## src/rtl/mem_seq_ctrl.sv

```systemverilog
// mem_seq_ctrl: command-driven sequencer for a data bank and two accumulators.
// A command runs either a fixed-point dot product into RQ or RD, or a store
// of RQ or RD back into the bank.
// Build option: define MEM_SEQ_CTRL_SAT_EN to saturate MAC results instead of
// wrapping them to W bits.
module mem_seq_ctrl #(
  parameter int W     = 24,
  parameter int NR    = 32,
  parameter int ADDRW = 5,
  parameter int FRAC  = 12
) (
  input  logic             clk,
  input  logic             rst_n,
  input  logic             cmd_valid,
  output logic             cmd_ready,
  input  logic [1:0]       cmd_op,
  input  logic [ADDRW-1:0] cmd_a,
  input  logic [ADDRW-1:0] cmd_b,
  input  logic [ADDRW-1:0] cmd_dst,
  input  logic [ADDRW:0]   cmd_len,
  output logic             busy,
  output logic             done,
  output logic             write,
  output logic [ADDRW-1:0] dira,
  output logic [ADDRW-1:0] dirb,
  output logic [W-1:0]     data,
  input  logic [W-1:0]     A,
  input  logic [W-1:0]     B,
  output logic             rq_we,
  output logic [W-1:0]     rq_d,
  output logic             rd_we,
  output logic [W-1:0]     rd_d,
  input  logic [W-1:0]     RQ,
  input  logic [W-1:0]     RD
);

  typedef enum logic [2:0] {S_IDLE, S_CLR, S_MAC, S_STORE, S_DONE} state_t;

  localparam logic [ADDRW:0]   NR_LEN  = (ADDRW+1)'(NR);
  localparam logic [ADDRW+1:0] NR_WIDE = (ADDRW+2)'(NR);

  state_t           state_q, state_d;
  logic [1:0]       op_q, op_d;      // bit1: store, bit0: target is RD
  logic [ADDRW-1:0] a_q, a_d, b_q, b_d, dst_q, dst_d;
  logic [ADDRW:0]   len_q, len_d, cnt_q, cnt_d;

  // (base + off) mod NR; base < NR and off < NR so one subtraction suffices
  function automatic logic [ADDRW-1:0] wrap_add(input logic [ADDRW-1:0] base,
                                                input logic [ADDRW:0] off);
    logic [ADDRW+1:0] s;
    s = {2'b00, base} + {1'b0, off};
    if (s >= NR_WIDE) s = s - NR_WIDE;
    return s[ADDRW-1:0];
  endfunction

  logic [W-1:0]          acc_cur;
  logic signed [2*W-1:0] prod;
  logic signed [2*W-1:0] prod_sh;
  logic signed [2*W:0]   sum;
  logic [W-1:0]          mac_res;

  // Fixed-point MAC: floor-shifted signed product added to the target accumulator
  always_comb begin
    acc_cur = op_q[0] ? RD : RQ;
    prod    = $signed(A) * $signed(B);
    prod_sh = prod >>> FRAC;
    sum     = $signed(acc_cur) + prod_sh;
  end

`ifdef MEM_SEQ_CTRL_SAT_EN
  // Clamp to the W-bit signed range when the wide sum does not fit
  always_comb begin
    if ((&sum[2*W:W-1]) || !(|sum[2*W:W-1])) mac_res = sum[W-1:0];
    else if (sum[2*W])                       mac_res = {1'b1, {(W-1){1'b0}}};
    else                                     mac_res = {1'b0, {(W-1){1'b1}}};
  end
`else
  // Two's-complement wrap: keep only the low W bits of the sum
  logic unused_sum_hi;
  assign unused_sum_hi = ^sum[2*W:W];
  assign mac_res       = sum[W-1:0];
`endif

  // State and latched command registers
  always_ff @(posedge clk or negedge rst_n) begin
    if (!rst_n) begin
      state_q <= S_IDLE;
      op_q    <= '0;
      a_q     <= '0;
      b_q     <= '0;
      dst_q   <= '0;
      len_q   <= '0;
      cnt_q   <= '0;
    end else begin
      state_q <= state_d;
      op_q    <= op_d;
      a_q     <= a_d;
      b_q     <= b_d;
      dst_q   <= dst_d;
      len_q   <= len_d;
      cnt_q   <= cnt_d;
    end
  end

  // Next-state logic and bank/accumulator control outputs
  always_comb begin
    state_d   = state_q;
    op_d      = op_q;
    a_d       = a_q;
    b_d       = b_q;
    dst_d     = dst_q;
    len_d     = len_q;
    cnt_d     = cnt_q;
    cmd_ready = 1'b0;
    busy      = 1'b1;
    done      = 1'b0;
    write     = 1'b0;
    dira      = '0;
    dirb      = '0;
    data      = '0;
    rq_we     = 1'b0;
    rq_d      = '0;
    rd_we     = 1'b0;
    rd_d      = '0;
    unique case (state_q)
      S_IDLE: begin
        cmd_ready = 1'b1;
        busy      = 1'b0;
        if (cmd_valid) begin
          op_d    = cmd_op;
          a_d     = cmd_a;
          b_d     = cmd_b;
          dst_d   = cmd_dst;
          len_d   = (cmd_len > NR_LEN) ? NR_LEN : cmd_len;
          cnt_d   = '0;
          state_d = cmd_op[1] ? S_STORE : S_CLR;
        end
      end
      S_CLR: begin
        if (op_q[0]) rd_we = 1'b1;
        else         rq_we = 1'b1;
        cnt_d   = '0;
        state_d = (len_q == '0) ? S_DONE : S_MAC;
      end
      S_MAC: begin
        dira = wrap_add(a_q, cnt_q);
        dirb = wrap_add(b_q, cnt_q);
        if (op_q[0]) begin
          rd_we = 1'b1;
          rd_d  = mac_res;
        end else begin
          rq_we = 1'b1;
          rq_d  = mac_res;
        end
        cnt_d = cnt_q + 1'b1;
        if (cnt_q == len_q - 1'b1) state_d = S_DONE;
      end
      S_STORE: begin
        write   = 1'b1;
        dira    = dst_q;
        data    = op_q[0] ? RD : RQ;
        state_d = S_DONE;
      end
      S_DONE: begin
        done    = 1'b1;
        state_d = S_IDLE;
      end
      default: state_d = S_IDLE;
    endcase
  end

endmodule

```

## config.mk

```make
export PLATFORM = sky130hd
export DESIGN_NAME = mem_seq_ctrl
export DESIGN_NICKNAME = d
export VERILOG_FILES = /design/src/rtl/mem_seq_ctrl.sv
export SDC_FILE = /design/constraint.sdc
export NUM_CORES = 1
export LEC_CHECK = 0
export ABC_AREA = 1
export CELL_PAD_IN_SITES_DETAIL_PLACEMENT = 1
export CELL_PAD_IN_SITES_GLOBAL_PLACEMENT = 1
export CORE_ASPECT_RATIO = 1.1
export CORE_MARGIN = 2
export CORE_UTILIZATION = 35
export DETAILED_ROUTE_END_ITERATION = 6
export GPL_TIMING_DRIVEN = 0
export PLACE_DENSITY = 0.75
export SYNTH_ARGS = -nofsm -noshare
export SYNTH_HDL_FRONTEND = slang
export SYNTH_SLANG_ARGS = --single-unit
```

## constraint.sdc

```tcl
create_clock -name clk -period 30.6 [get_ports clk]
set_clock_uncertainty 0.1 [all_clocks]
set_input_delay 6.12 -clock clk [delete_from_list [all_inputs] [get_ports clk]]
set_output_delay 6.12 -clock clk [all_outputs]
set_load 0.005 [all_outputs]
```

### Word-level counts from Yosys, hierarchy flattened

Index checks and enable logic that the tools add are counted.

* add/sub/neg operators: 7
* multiply operators: 1
* div/mod/pow operators: 0
* order comparisons: 3
* eq/ne operators: 7
* shift-type cells: 0
* mux-type cells: 26
* bitwise logic cells: 0
* reductions and logical operators: 7

Operator list (count)
* $mux 24: 6
* $mul 24x24->36: 1
* $add 24x24->24: 1
* $pmux 6 s3: 1
* $mux 5: 3
* $add 5x6->7: 2
* $ge 7x6->1 const B: 2
* $mux 6: 2
* $pmux 3 s4: 1
* $pmux 5 s2: 1
* $sub 5x1->5 const B: 2
* $mux 3: 3
* $mux 1: 8
* $add 6x1->6 const B: 1
* $eq 3x2->1 const B: 2
* $eq 6x6->1: 1
* $gt 6x6->1 const B: 1
* $logic_not 6->1: 1
* $reduce_and 2->1: 3
* $sub 6x1->6 const B: 1
* $ne 2x2->1 const B: 2
* $eq 3x1->1 const B: 1
* $eq 3x3->1 const B: 1
* $logic_not 3->1: 1
* 3 further kinds: 3

* bits in registers: 31
* latch bits: 0
* bits in writable memories: 0
* memory bits (read-only): 0
* output and inout port bits: 88
* memories kept: 0

### Depth between registers and ports, before layout

* depth after elaboration: 4
* mapped depth: 40

### Least setup slack after synthesis

OpenSTA, ideal clock, no wires.

* path type: input to output
* from: input port A[16]
* to: output port rd_d[20]
* data arrival time: 13.298 ns
* path slack: 11.082 ns
* cell stages on the path: 33
* path buffers: 2
* cells stage by stage: clkbuf_1 > buf_1 > nand2_1 > fa_1 > inv_1 > fa_1 > inv_1 > fa_1 > fa_1 > fa_1 > inv_1 > fa_1 > inv_1 > fa_1 > inv_1 > ha_1 > a21oi_1 > nor2_1 > nor3_1 > nand2_2 > a21oi_2 > o21ai_1 > nand2_1 > nand2_1 > ha_1 > a21oi_1 > nor2_1 > a211oi_1 > o21ai_2 > a21oi_1 > o21ai_1 > xnor2_1 > nor2_1

* word-level cells in the longest chain between the ends: 4

RTL lines
* start, declared: line 27 `input logic [W-1:0] A,`
* $mul 24x24->36: line 65 `prod = $signed(A) * $signed(B);`
* $add 24x24->24: line 67 `sum = $signed(acc_cur) + prod_sh;`
* $mux 24: line 148 `if (op_q[0]) begin`
* $mux 24: line 125 `unique case (state_q)`
* end, declared: line 32 `output logic [W-1:0] rd_d,`

No other way between the ends.

### Worst setup path after layout

Ends and elaborated chain as after synthesis.

==> impl_metrics.env <==
export IMPL_yosysSeqAreaShare=0.0365
export IMPL_yosys_cell_types_count=43
export IMPL_synth_top_area_frac=0.430
export IMPL_synth_area_leaders="fa_1 (43%), inv_1 (17%), nand2_1 (13%)"
export IMPL_hp_class="reg -> reg"
export IMPL_required_ps=24380
export IMPL_r2r_end="len_q[0]"
export IMPL_first_iter_violations=720
export IMPL_yosysMostFrequentCell="inv_1"
export IMPL_finalCritPeriodShare=0.721
export IMPL_crit_arrival_ps=15840
export IMPL_drt_total_wl_um=72100
export IMPL_numCtsBuffers=5
export IMPL_area_growth_pct=14.6
export IMPL_synth_mux_area_frac=0
export IMPL_route_detailed_drc=0
export IMPL_antenna_found_initial=0
export IMPL_synthFlopType="dfrtp_1"
export IMPL_yosysTopAreaCell="fa_1"
export IMPL_async_flop_share=1.00
export IMPL_yosys_warnings=0
export IMPL_synth_compound_area_frac=0.0486
export IMPL_htree_levels=2
export IMPL_tritoncts="built"
export IMPL_final_setup_viol_count=0
export IMPL_synth_common_cells="inv_1 (943), nand2_1 (730), fa_1 (456)"
export IMPL_synth_top_family_by_area="adder cells"
export IMPL_r2r_cells=9
export IMPL_min_path_cells=2
export IMPL_wl_per_cell_um=18.6
export IMPL_timing_critical_path_mode_cell="fa_1"
export IMPL_cp_end_kind="primary output"
export IMPL_place_hpwl_um=64900
export IMPL_grt_max_degree=32
export IMPL_syn_avg_cell_area_um2=7.30
export IMPL_postCtsResizedCells=0
export IMPL_grt_overflow_total=0
export IMPL_crit_path_top_delay_cell="fa_1"
export IMPL_synth_xor_area_share=0.0297
export IMPL_synth_cells=2909
export IMPL_gp_congestion=0.921
export IMPL_rsz0062_at_grt="false"
export IMPL_syn_area_um2=21200
export IMPL_grt_pass1_vias=20600
export IMPL_grt_pass1_wl_um=116000
export IMPL_synth_fa_ha_area_frac=0.519
export IMPL_min_period_ps=22060
export IMPL_core_um2=60000
export IMPL_timing_rr_start="state_q[0]"
export IMPL_cp_startpoint="A[16]"
export IMPL_num_vias=18400
export IMPL_clock_latency_ps=270
export IMPL_cts_sinks=31
export IMPL_max_stage_delay_ps=610
export IMPL_track_usage=0.239
export IMPL_die_h_um=262
export IMPL_n_fill_cell=7632
export IMPL_vias_per_cell=4.73
export IMPL_syn_num_nets=3639
export IMPL_tns_ps=0
export IMPL_drive_above_1_share=0.0173
export IMPL_io_buffer_count=201
export IMPL_cts_root_buffer="clkbuf_16"
export IMPL_yosys_area_share_simple=0.179
export IMPL_worst_pin_slew_ps=967
export IMPL_cts_max_path_buffers=2
export IMPL_num_rows=94
export IMPL_die_x_um=239
export IMPL_postCtsSetupBuffers=0
export IMPL_hold_buffers=0
export IMPL_clkTransAtPathRegs_ps=50
export IMPL_worstSetupStartpointType="input pin"
export IMPL_min_to="dst_q[4]"
export IMPL_max_slew_margin=0.355
export IMPL_drv_slew=0
export IMPL_start_util=0.354
export IMPL_io_pins=210
export IMPL_outcome="completed"
export IMPL_worstHoldStart="dst_q[4]"
export IMPL_cp_max_fo=10
export IMPL_synth_edf_count=0
export IMPL_worst_setup_path_type="in -> out"
export IMPL_finalNetCount=3847
export IMPL_die_area_um2=62700
export IMPL_max_freq_ghz=0.0453
export IMPL_synth_seq_cells=31
export IMPL_drv_cap=0
export IMPL_r2r_slack_ps=28530
export IMPL_ant_nets=0
export IMPL_hold_viol_final=0
export IMPL_dr_pass1_iters=5
export IMPL_diodes=0
## state kept, by name (all words and copies together) (netlist names)
name	count
state_q	3
a_q	5
cnt_q	6
b_q	5
dst_q	5
op_q	1
len_q	6
## layer usage
layer	global-route usage	up-vias	part of all wire
met2	0.417	459	0.50
met4	0.0840	0	0.044
li1	-	8578	-
met1	0.303	9212	0.41
met5	0	-	0
met3	0.0282	122	0.050
## through the flow
stage	hold slack, ps	worst slack, ps	std cells	util	instance area, um^2
detailed placement	363	8480	3878	0.404	24200
global route	391	7900	3886	0.406	24400
CTS	376	8430	3886	0.406	24400
global placement	355	8630	3878	0.404	24200
floorplan	342	11080	2909	-	21200
finish	372	8540	3886	0.406	24400
## layout make-up
| class | instances | area (um^2) | area share |
|---|---|---|---|
| buffer | 107 | 422 | 0.0173 |
| clock buffer | 7 | 133 | 0.00545 |
| clock inverter | 1 | 5.00 | 0.000205 |
| inverter | 946 | 3550 | 0.146 |
| multi-input combinational | 1825 | 16500 | 0.678 |
| sequential | 31 | 776 | 0.0319 |
| tap | 768 | 961 | 0.0395 |
| timing repair buffer | 201 | 2010 | 0.0824 |
## layout by cell type, fill, tap and decap left out, types with 2 or more instances in the layout
master / instances
a211oi_1: 4
a21o_1: 2
a21oi_1: 80
a21oi_2: 2
a22o_1: 4
a31oi_1: 5
buf_1: 3
buf_2: 7
buf_4: 3
clkbuf_1: 96
clkbuf_16: 5
clkdlybuf4s50_1: 200
dfrtp_1: 31
fa_1: 456
ha_1: 152
inv_1: 943
inv_2: 2
nand2_1: 730
nand2_2: 4
nand3_1: 40
nand3b_1: 4
nand4_1: 5
nor2_1: 128
nor3_1: 12
nor4_1: 7
o211ai_1: 4
o21a_1: 4
o21ai_0: 64
o21ai_1: 8
o21ai_2: 2
o21bai_1: 2
or2_2: 25
xnor2_1: 27
xor2_1: 45
## critical path, delay by kind of cell
family                   cells  cell delay, ps
AO/OA/AOI/OAI                8            1570
adder cells (fa/ha/maj)      9            4560
AND/OR/NAND/NOR              8             990
XOR/XNOR                     1             260
buffers and inverters        9            2310
## cells by family (layout without fill, tap and decap cells)
logic type,Yosys count,in the layout
compound gates,187,187
flops,31,31
fa+ha+maj,608,608
simple gates,958,958
buf+inv,1053,1262
xor+xnor,72,72
## worst max path at each step
stage                     cells after the start  endpoint  slack (ps)
after global routing                         36  rq_d[23]        7900
after global placement                       36  rd_d[23]        8630
after detailed placement                     36  rd_d[23]        8480
after floorplan                              33  rd_d[20]       11080
final                                        35  rd_d[20]        8540
after CTS                                    36  rd_d[23]        8430
Power is not shown: default switching activity piles up to over one toggle a cycle in this logic, so the estimate is an artifact.
